**config.mk**
```make
export PLATFORM = sky130hd
export DESIGN_NAME = letc_core_amo_seq
export DESIGN_NICKNAME = d
export VERILOG_FILES = /design/src/rtl/letc_core_pkg.sv /design/src/rtl/letc_core_amo_alu.sv /design/src/rtl/letc_core_amo_seq.sv
export SDC_FILE = /design/constraint.sdc
export NUM_CORES = 1
export LEC_CHECK = 0
export ABC_AREA = 1
export CORE_UTILIZATION = 30
export DETAILED_ROUTE_END_ITERATION = 8
export PLACE_DENSITY = 0.5
export SETUP_SLACK_MARGIN = 0.5
export SLEW_MARGIN = 20
export SYNTH_ARGS = -nofsm -noshare
export SYNTH_HDL_FRONTEND = slang
export SYNTH_SLANG_ARGS = --single-unit
```
**constraint.sdc**
```tcl
create_clock -name i_clk -period 1.96 [get_ports i_clk]
set_input_delay 0.294 -clock i_clk [delete_from_list [all_inputs] [get_ports i_clk]]
set_output_delay 0.294 -clock i_clk [all_outputs]
set_load 0.05 [all_outputs]
```
**src/rtl/letc_core_pkg.sv**
```systemverilog
// Shared LETC core types: AMO ALU opcodes plus the AMO sequencer state and error-cause encodings.
// LETC_AMO_MINMAX_EN selects whether MIN/MAX/MINU/MAXU count as legal AMO operations.
package letc_core_pkg;

    typedef logic [31:0] word_t;
    typedef logic [31:0] vaddr_t;

    typedef enum logic [3:0] {
        AMO_OP_SWAP = 4'd0,
        AMO_OP_ADD  = 4'd1,
        AMO_OP_AND  = 4'd2,
        AMO_OP_OR   = 4'd3,
        AMO_OP_XOR  = 4'd4,
        AMO_OP_MIN  = 4'd5,
        AMO_OP_MAX  = 4'd6,
        AMO_OP_MINU = 4'd7,
        AMO_OP_MAXU = 4'd8
    } amo_alu_op_e;

    typedef enum logic [2:0] {
        AMO_SEQ_IDLE    = 3'd0,
        AMO_SEQ_RD_REQ  = 3'd1,
        AMO_SEQ_RD_WAIT = 3'd2,
        AMO_SEQ_WR_REQ  = 3'd3,
        AMO_SEQ_WR_WAIT = 3'd4,
        AMO_SEQ_DONE    = 3'd5,
        AMO_SEQ_ERR     = 3'd6
    } amo_seq_state_e;

    typedef enum logic [1:0] {
        AMO_ERR_MISALIGNED = 2'd0,
        AMO_ERR_TIMEOUT    = 2'd1,
        AMO_ERR_ILLEGAL    = 2'd2
    } amo_err_cause_e;

    function automatic logic amo_op_legal(input logic [3:0] op);
        logic legal;
        legal = (op <= AMO_OP_XOR);
`ifdef LETC_AMO_MINMAX_EN
        legal = (op <= AMO_OP_MAXU);
`endif
        return legal;
    endfunction

endpackage

```
**src/rtl/letc_core_amo_alu.sv**
```systemverilog
// Combinational AMO ALU: computes the word to store back from the old memory word and rs2.
// MIN/MAX comparators exist only when LETC_AMO_MINMAX_EN is defined.
module letc_core_amo_alu
    import letc_core_pkg::*;
(
    input  amo_alu_op_e op,
    input  word_t       old,
    input  word_t       rs2,
    output word_t       result
);

    always_comb begin
        result = old;
        case (op)
            AMO_OP_SWAP: result = rs2;
            AMO_OP_ADD:  result = old + rs2;
            AMO_OP_AND:  result = old & rs2;
            AMO_OP_OR:   result = old | rs2;
            AMO_OP_XOR:  result = old ^ rs2;
`ifdef LETC_AMO_MINMAX_EN
            // Strict compares so equal operands keep the old word.
            AMO_OP_MIN:  result = ($signed(rs2) < $signed(old)) ? rs2 : old;
            AMO_OP_MAX:  result = ($signed(rs2) > $signed(old)) ? rs2 : old;
            AMO_OP_MINU: result = (rs2 < old) ? rs2 : old;
            AMO_OP_MAXU: result = (rs2 > old) ? rs2 : old;
`endif
            default:     result = old;
        endcase
    end

endmodule

```
**src/rtl/letc_core_amo_seq.sv**
```systemverilog
// RV32A AMO read-modify-write sequencer for the M1/M2 stages; drives the shared data-memory port.
// LETC_AMO_MINMAX_EN enables the MIN/MAX family (otherwise they raise an illegal-op error).
//
// state   | meaning
// IDLE    | waiting for an AMO request from M1
// RD_REQ  | load request presented, waiting for req_ready
// RD_WAIT | waiting for load data
// WR_REQ  | store request presented, waiting for req_ready
// WR_WAIT | waiting for store ack
// DONE    | one-cycle completion pulse with old word
// ERR     | one-cycle error pulse with cause
module letc_core_amo_seq
    import letc_core_pkg::*;
#(
    parameter int unsigned TIMEOUT_CYCLES = 255
)
(
    input  logic        i_clk,
    input  logic        i_rst_n,
    input  logic        i_req_valid,
    input  logic [3:0]  i_amo_op,
    input  logic [31:0] i_addr,
    input  logic [31:0] i_rs2_val,
    input  logic        i_flush,
    output logic        o_stall,
    output logic        o_mem_req_valid,
    input  logic        i_mem_req_ready,
    output logic        o_mem_we,
    output logic [31:0] o_mem_addr,
    output logic [31:0] o_mem_wdata,
    input  logic        i_mem_rsp_valid,
    input  logic [31:0] i_mem_rdata,
    output logic        o_done,
    output logic [31:0] o_rd_val,
    output logic        o_err,
    output logic [1:0]  o_err_cause
);

    localparam int unsigned TW = (TIMEOUT_CYCLES < 2) ? 1 : $clog2(TIMEOUT_CYCLES);
    localparam bit TIMEOUT_EN = (TIMEOUT_CYCLES != 0);
    localparam logic [TW-1:0] TIMER_LOAD = TIMEOUT_EN ? TW'(TIMEOUT_CYCLES - 1) : '0;

    amo_seq_state_e state_q, state_d;
    amo_err_cause_e cause_q, cause_d;
    amo_alu_op_e    op_q, op_d;
    vaddr_t         addr_q, addr_d;
    word_t          rs2_q, rs2_d, old_q, old_d, new_q, new_d, alu_result;
    logic [TW-1:0]  timer_q, timer_d;
    logic           timed_out;

    letc_core_amo_alu u_alu (
        .op     (op_q),
        .old    (i_mem_rdata),
        .rs2    (rs2_q),
        .result (alu_result)
    );

    always_comb begin
        state_d   = state_q;
        cause_d   = cause_q;
        op_d      = op_q;
        addr_d    = addr_q;
        rs2_d     = rs2_q;
        old_d     = old_q;
        new_d     = new_q;
        timer_d   = '0;
        // Down-counter loaded on entry to a wait state; terminal count at zero.
        timed_out = TIMEOUT_EN && (timer_q == '0);
        case (state_q)
            AMO_SEQ_IDLE: begin
                if (i_req_valid && !i_flush) begin
                    op_d   = amo_alu_op_e'(i_amo_op);
                    addr_d = i_addr;
                    rs2_d  = i_rs2_val;
                    if (i_addr[1:0] != 2'b00) begin
                        state_d = AMO_SEQ_ERR;
                        cause_d = AMO_ERR_MISALIGNED;
                    end else if (!amo_op_legal(i_amo_op)) begin
                        state_d = AMO_SEQ_ERR;
                        cause_d = AMO_ERR_ILLEGAL;
                    end else begin
                        state_d = AMO_SEQ_RD_REQ;
                    end
                end
            end
            AMO_SEQ_RD_REQ: begin
                // A flush coinciding with the handshake abandons the load; its response lands in IDLE.
                if (i_mem_req_ready) begin
                    state_d = i_flush ? AMO_SEQ_IDLE : AMO_SEQ_RD_WAIT;
                    timer_d = TIMER_LOAD;
                end else if (i_flush) begin
                    state_d = AMO_SEQ_IDLE;
                end
            end
            AMO_SEQ_RD_WAIT: begin
                if (i_flush) begin
                    state_d = AMO_SEQ_IDLE;
                end else if (i_mem_rsp_valid) begin
                    old_d   = i_mem_rdata;
                    new_d   = alu_result;
                    state_d = AMO_SEQ_WR_REQ;
                end else if (timed_out) begin
                    state_d = AMO_SEQ_ERR;
                    cause_d = AMO_ERR_TIMEOUT;
                end else begin
                    timer_d = timer_q - TW'(1);
                end
            end
            AMO_SEQ_WR_REQ: begin
                if (i_mem_req_ready) begin
                    state_d = AMO_SEQ_WR_WAIT;
                    timer_d = TIMER_LOAD;
                end
            end
            AMO_SEQ_WR_WAIT: begin
                if (i_mem_rsp_valid) begin
                    state_d = AMO_SEQ_DONE;
                end else if (timed_out) begin
                    state_d = AMO_SEQ_ERR;
                    cause_d = AMO_ERR_TIMEOUT;
                end else begin
                    timer_d = timer_q - TW'(1);
                end
            end
            AMO_SEQ_DONE: state_d = AMO_SEQ_IDLE;
            AMO_SEQ_ERR:  state_d = AMO_SEQ_IDLE;
            default:      state_d = AMO_SEQ_IDLE;
        endcase
    end

    always_ff @(posedge i_clk) begin
        if (!i_rst_n) begin
            state_q <= AMO_SEQ_IDLE;
            cause_q <= AMO_ERR_MISALIGNED;
            op_q    <= AMO_OP_SWAP;
            addr_q  <= '0;
            rs2_q   <= '0;
            old_q   <= '0;
            new_q   <= '0;
            timer_q <= '0;
        end else begin
            state_q <= state_d;
            cause_q <= cause_d;
            op_q    <= op_d;
            addr_q  <= addr_d;
            rs2_q   <= rs2_d;
            old_q   <= old_d;
            new_q   <= new_d;
            timer_q <= timer_d;
        end
    end

    assign o_stall         = i_req_valid && (state_q != AMO_SEQ_DONE) && (state_q != AMO_SEQ_ERR);
    assign o_mem_req_valid = (state_q == AMO_SEQ_RD_REQ) || (state_q == AMO_SEQ_WR_REQ);
    assign o_mem_we        = (state_q == AMO_SEQ_WR_REQ);
    assign o_mem_addr      = addr_q;
    assign o_mem_wdata     = new_q;
    assign o_done          = (state_q == AMO_SEQ_DONE);
    assign o_rd_val        = o_done ? old_q : '0;
    assign o_err           = (state_q == AMO_SEQ_ERR);
    assign o_err_cause     = o_err ? cause_q : 2'd0;

endmodule

```
# Yosys cells after proc, flatten, opt, wreduce, memory -nomap -nowiden
# Index checks and enable logic that the tools add are counted.
# word_totals
ff_bits	145
output_inout_bits	103
in_bits	106
# classes
bitwise	4
muxes	27
n_lt_le_gt_ge	1
n_reduce_logical	15
add_sub_neg	2
eq_ne	17
# ops
cell	n
$pmux W32 S5	1
$add A32 B32 Y32	1
$and A32 B32 Y32	1
$mux W32	1
$mux W8	4
$or A32 B32 Y32	1
$xor A32 B32 Y32	1
$mux W3	10
$pmux W8 S3	1
$mux W2	8
$pmux W3 S5	1
$ne A3 B3 Y1 const B	4
$eq A3 B3 Y1 const B	3
$eq A4 B2 Y1 const B	2
$logic_not A8 Y1	1
$sub A8 B1 Y8 const B	1
$eq A3 B2 Y1 const B	2
$ne A2 B2 Y1 const B	3
$pmux W2 S3	1
$reduce_and A3 Y1	2
$eq A4 B1 Y1 const B	1
$eq A4 B3 Y1 const B	1
$le A4 B3 Y1 const B	1
$logic_not A4 Y1	1
other kinds (11)	13

# Longest topological paths before layout
# Gate-level depths: netlist of the first run.
# depth
depth_word	5
mapped_depth	16
ltp_nobuf	15

# Modules after synthesis
# A second synthesis of the first run with hierarchy kept.
# hier_totals
cells_unflattened	1591
area_unflattened_um2	9879.5
# by_module_without_submodules
mod	area_per_inst_um2	instances	cells_each
letc_core_amo_seq	5659.2	1	748
letc_core_amo_alu	4220.3	1	843

# Worst setup path before layout of the first run
# Ideal clock, no wire load.
# synth_path
path_kind	register to output
from	reg state_q[2]
to	out o_rd_val[10]
n_path_buf	1
t_arrival_ns	2.784
stages_incl_launch_ff	6
setup_slack_ns	-1.118
path_cell_list	dfxtp_1 > inv_2 > nor3_1 > inv_1 > clkbuf_1 > nor2_1
# synth_between
elab_chain_cells	2
# synth_rtl
item	line	rtl
from (decl)	letc_core_amo_seq.sv:43	amo_seq_state_e state_q, state_d;
from (signal assigned)	letc_core_amo_seq.sv:142	state_q <= state_d;
$eq A3 B3 Y1	letc_core_amo_seq.sv:158	assign o_done = (state_q == AMO_SEQ_DONE);
via o_done	letc_core_amo_seq.sv:33	output logic o_done,
$mux W32	letc_core_amo_seq.sv:159	assign o_rd_val = o_done ? old_q : '0;
to (decl)	letc_core_amo_seq.sv:34	output logic [31:0] o_rd_val,
# The timed path passes the listed nets, and every way through them passes these cells.

# Final worst setup path of the first run
# layout_path
from	reg state_q[0]
to	out o_rd_val[1]
# layout_between
elab_chain_cells	2
# layout_rtl
item	line
$eq A3 B3 Y1	letc_core_amo_seq.sv:158
$mux W32	letc_core_amo_seq.sv:159
# No other way between the ends.

==> results_dict.tcl, run 1 <==
set metrics [dict create \
    postRouteWirelength_um 43200 \
    fin_crit_sh_pct 104 \
    cts_tree "done" \
    nets 2159 \
    antenna_found_initial 1 \
    postRouteAntennaNets 0 \
    gp_congestion 0.898 \
    vias 11900 \
    finalHoldViolCount 0 \
    grt_pass1_vias 11500 \
    max_freq_ghz 0.489 \
    port_buffers 208 \
    ios 209 \
    n_fill_cell 2995 \
    synth_area_leader_cell "dfxtp_1" \
    fin_cells 2402 \
    drtPass1Iterations 5 \
    drc 0 \
    async_flop_share_pct 0 \
    multi_input_area_mm2 0.00812 \
    initial_core_util_pct 30.6 \
    insertion_delay_ns 0.46 \
    htree_levels 4 \
    ys_types 43 \
    status "complete, but fails checks" \
    synth.avg_cell_area_um2 6.24 \
    maxSlewHeadroom_pct 65.3 \
    clock_skew_ns 0.0170 \
    hp-class "in -> reg" \
    grt_usage_pct 24.0 \
    max_stage_delay_ns 0.37 \
    path_max_fanout 8 \
    ys_seq_elements 145 \
    power.density_mw_per_mm2 935 \
    setup_ws_ns -0.0856 \
    rows 65 \
    cp_num_buf_inv 4 \
    slew_viol_final 0 \
    dp.cells 2267 \
    cp_slowest_cell "dfxtp_4" \
    drtIter0Drc 606 \
    grt_pass1_wl_um 61500 \
    dieArea_mm2 0.0331 \
    drive_gt1_share_pct 49.2 \
    netlist_area_mm2 0.00970 \
    cts_hold_buf 0 \
    drt-vias-per-instance 4.94 \
    synth_warnings 0 \
    core_region_area_mm2 0.0317 \
    cp-end-kind "primary output" \
    clock-root-buffer "clkbuf_16" \
    clock_path_buffers 2 \
    final_cell_mix "nand2_1, inv_1, buf_4" \
    drv_cap 0 \
    violations "negative setup slack" \
    die_height_um 182 \
    fin_crit_ns 2.05 \
    required_ns 1.67 \
    setup_viol_count_final 32 \
    numCtsBuffers 17 \
    rsz0062_at_grt "yes" \
    grt_overflow 0 \
    synth.area.top_cells "dfxtp_1, nand2_1, inv_1" \
    cp_cell_sequence "inv_6, nor3_4, inv_4, buf_16, nor2_4, buf_12" \
    clock_sinks 145 \
    synth_edf_count 0 \
    criticalPathCategory "reg -> out" \
    synthCells 1556 \
    seq_area_mm2 0.00295 \
    max_slew.worst_pin.slew_ns 0.521 \
    utilization_pct 57.7 \
    dpl.hpwl_um 26900 \
    grt_max_degree 69 \
    ys.flop_type "dfxtp_1" \
    cp.arrival_ns 1.75 \
    path_delay_family "buffers and inverters" \
    synth_nets 1729 \
    p_leak_nw 8.32 \
    critPathLaunchType "flop" \
    dieWidth_um 182 \
    synth_seq_area_share_pct 29.9 \
    clk_pin_slew_ns 0.07 \
    yosysTopAreaCellShare_pct 29.9 \
    area_growth_pct 88.5 \
    final_common_cell "nand2_1" \
    ir_worst_vdd_mv 0.660 \
    wire_per_inst_um 18.0 \
]
==> cell families after synthesis <==
group | synth area share [%]
xor gates and xnor gates | 0.361
DFF | 29.9
AOI/OAI and AO/OA | 19.2
and+or+nand+nor | 28.1
adders and majority gates | 8.72
buffers and inverters | 13.7
==> state kept, by name, indices dropped and copies added, names as in the netlist <==
name	count
cause_q	2
timer_q	8
op_q	4
o_mem_wdata	32
o_mem_addr	32
old_q	32
rs2_q	32
state_q	3
==> timing repair <==
action	CTS	global route
cloned	11	17
setup endpoints to repair	229	192
setup buffers	41	33
pin swaps	121	120
hold endpoints to repair	0	0
gates resized for setup	659	364
==> final timing paths <==
| kind | start | to | slack (ns) | depth (start not counted) |
|---|---|---|---|---|
| worst max register to register | rs2_q[0] | o_mem_wdata[16] | 0.01 | 13 |
| worst max-delay path | state_q[0] | o_rd_val[1] | -0.09 | 6 |
| worst min-delay path | i_mem_rdata[5] | old_q[5] | 0.27 | 4 |
| worst min register to register | o_mem_wdata[13] | o_mem_wdata[13] | 0.46 | 2 |
==> area by class of cell <==
class                           instances  area share (%)
Clock inverter                         13           0.643
Antenna cell                            1          0.0137
Clock buffer                           19            2.48
Inverter                              274            6.01
Tap cell                              402            2.75
Sequential cell                       145            16.1
Timing Repair Buffer                  476            27.6
Multi-Input combinational cell       1072            44.4
==> report_power, final <==
part | internal (mW) | switching (mW)
Combinational | 4.28 | 5.84
Clock | 1.73 | 1.54
Sequential | 3.43 | 0.283
Total | 9.44 | 7.66
==> synthesized netlist by cell type (2+ instances only) <==
cell	number
a211oi_2	3
nor3_4	2
o2111ai_1	2
xor2_1	2
inv_1	268
a31oi_1	3
nor2_1	182
dfxtp_1	145
o21bai_1	2
buf_4	3
or2_2	2
buf_2	23
nor3_1	31
buf_1	3
clkbuf_1	34
inv_2	4
o22ai_1	22
nand2_1	337
o221ai_1	8
nor2_2	5
a21oi_1	130
o21ai_1	3
a211oi_1	6
clkinv_1	2
nand3_1	83
nand4_1	11
nand2_2	6
xnor2_1	2
o21ai_0	141
ha_1	66
o211ai_1	13
==> worst register-to-register path, stage by stage (launching register included) <==
cell and delay, ns:
dfxtp_2 0.34, ha_4 0.16, fa_2 0.39, nand3_2 0.11
nand3_4 0.11, nand2_2 0.10, nand2_2 0.07, nand2_2 0.09
nand2_4 0.07, nand2_2 0.07, nand2_1 0.05, o21ai_1 0.11
nand3_1 0.10, a21oi_1 0.12
==> stage by stage <==
step	hold slack [ns]	total power [mW]	setup WS, ns	area [um^2]	setup TNS (ns)
finish	0.273	17.1	-0.0856	18300	-2.20
global route	0.317	18.1	-0.168	18300	-4.89
CTS	0.309	15.7	-0.115	16600	-2.98
detailed placement	0.411	10.9	-0.629	14600	-12.93
global placement	0.411	10.9	-0.621	14600	-12.58
floorplan	0.398	8.23	0.0337	10600	0
==> routing by layer <==
| layer | global-route usage (%) | share of wire (%) |
|---|---|---|
| met2 | 41.1 | 49 |
| met5 | 0 | 0 |
| met3 | 4.05 | 4.6 |
| met1 | 30.5 | 44 |
| met4 | 8.03 | 2.6 |
No activity file was read; power rests on OpenSTA's default activity.
==> inputs of run 2 (changes only) <==
--- a/config.mk
+++ b/config.mk
@@ -8,6 +8,7 @@
 export ABC_AREA = 1
 export CORE_UTILIZATION = 30
 export DETAILED_ROUTE_END_ITERATION = 8
+export GPL_TIMING_DRIVEN = 0
 export PLACE_DENSITY = 0.5
 export SETUP_SLACK_MARGIN = 0.5
 export SLEW_MARGIN = 20
==> results_dict.tcl, run 2 (same netlist as run 1, synthesis figures left out) <==
set metrics [dict create \
    utilization_pct 54.0 \
    core_region_area_mm2 0.0317 \
    critPathLaunchType "flop" \
    vias 11600 \
    cp-end-kind "primary output" \
    initial_core_util_pct 30.6 \
    insertion_delay_ns 0.45 \
    power.density_mw_per_mm2 982 \
    fin_crit_ns 2.08 \
    ios 209 \
    clk_pin_slew_ns 0.07 \
    violations "negative setup slack" \
    status "complete, but fails checks" \
    cp.arrival_ns 1.79 \
    path_max_fanout 10 \
    hold_slack_ns 0.225 \
    clock_skew_ns 0.0117 \
    final_cell_mix "nand2_1, inv_1, dfxtp_1" \
    cp_cell_sequence "inv_4, nor3_4, inv_4, clkbuf_16, nor2_4, buf_6" \
    setup_ws_ns -0.123 \
    fin_crit_sh_pct 106 \
    clock_sinks 145 \
    cts_hold_buf 0 \
    path_delay_family "buffers and inverters" \
    nets 2081 \
    grt_max_degree 17 \
    area_growth_pct 76.5 \
    postRouteAntennaNets 0 \
    htree_levels 4 \
    wire_per_inst_um 19.5 \
    drive_gt1_share_pct 43.8 \
    antenna_found_initial 0 \
    hp-class "in -> reg" \
    gp_congestion 0.967 \
    crit_top_cell "inv_4" \
    drtPass1Iterations 7 \
    numCtsBuffers 17 \
    diodes 0 \
    finalHoldViolCount 0 \
    max_slew.worst_pin.slew_ns 0.921 \
    tns_ns -2.76 \
    grt_pass1_vias 11100 \
    die_height_um 182 \
    dieWidth_um 182 \
    rsz0062_at_grt "yes" \
    drc 0 \
    maxSlewHeadroom_pct 38.6 \
    grt_overflow 0 \
    dpl.hpwl_um 31400 \
    total_power_mw 16.8 \
    grt_usage_pct 26.6 \
    slew_viol_final 0 \
    clock_path_buffers 2 \
    cp_slowest_cell "dfxtp_4" \
    cp_num_buf_inv 4 \
    required_ns 1.67 \
    clock-root-buffer "clkbuf_16" \
    grt_pass1_wl_um 66200 \
    dieArea_mm2 0.0331 \
    p_leak_nw 7.83 \
    max_stage_delay_ns 0.41 \
    drtIter0Drc 648 \
    rows 65 \
    ir_worst_vdd_mv 0.712 \
    criticalPathCategory "reg -> out" \
    postRouteWirelength_um 45300 \
    max_freq_ghz 0.480 \
    drv_cap 0 \
    setup_viol_count_final 37 \
    port_buffers 208 \
    drt-vias-per-instance 4.99 \
    pre_cts_ws_ns -1.08 \
    final_common_cell "nand2_1" \
    cts_tree "done" \
]
-- run 2: cell count changes in the layout (fill, tap and decap cells not counted), sizes merged --
cell | previous run | this run
buf | 358 | 221
bufbuf | 2 | 0
clkbuf | 31 | 90
clkdlybuf4s15 | 0 | 1
clkdlybuf4s50 | 80 | 77
clkinvlp | 3 | 5
diode | 1 | 0
dlygate4sd2 | 20 | 26
dlymetal6s2s | 4 | 2
inv | 277 | 275
-- run 2: path summary, 6_finish.rpt --
path | slack, ns | depth (start not counted) | start | endpoint
hold / removal | 0.22 | 3 | i_mem_rdata[20] | old_q[20]
setup reg to reg | -0.08 | 12 | rs2_q[0] | o_mem_wdata[20]
hold reg to reg | 0.44 | 1 | timer_q[0] | timer_q[0]
setup / recovery | -0.12 | 6 | state_q[2] | o_rd_val[10]
-- run 2: timing repair --
item	CTS	global route
setup buffers	71	40
pin swaps	97	159
gates resized for setup	886	412
gates cloned	8	6
setup endpoints to repair	248	216
-- run 2: where the power goes --
part | leakage (nW) | switching (mW) | internal [mW]
Sequential | 1.19 | 0.304 | 3.43
Clock | 0.269 | 1.51 | 1.73
Combinational | 6.36 | 5.93 | 3.92
Total | 7.83 | 7.75 | 9.08
-- run 2: layout make-up --
type / instances / area, um^2
clock inverters: 13 / 121
multi-input cells: 1072 / 8040
repair buffers: 333 / 3210
clock buffers: 19 / 453
inverters: 274 / 1090
well taps: 402 / 503
flip-flops and latches: 145 / 2950
plain buffers: 65 / 773
fillers: 3048 / 14600
-- run 2: through the flow --
stage	std cells	instance area (um^2)
floorplan	1556	10600
global placement	2166	13200
detailed placement	2166	13200
CTS	2277	15800
global route	2323	17100
finish	2323	17100
-- run 2: routing by layer --
| metal | vias up | part of all wire [%] | track usage, % |
|---|---|---|---|
| met5 | - | 0 | 0 |
| met4 | 0 | 2.3 | 6.72 |
| met3 | 57 | 5.6 | 5.11 |
| met2 | 333 | 47 | 44.9 |
| met1 | 5498 | 45 | 34.8 |
| li1 | 5715 | - | - |
-- run 2: tightest hold or removal path, stage by stage --
cell,delay (ns)
dlymetal6s2s_1,0.13
o21ai_0,0.10
a21oi_1,0.10
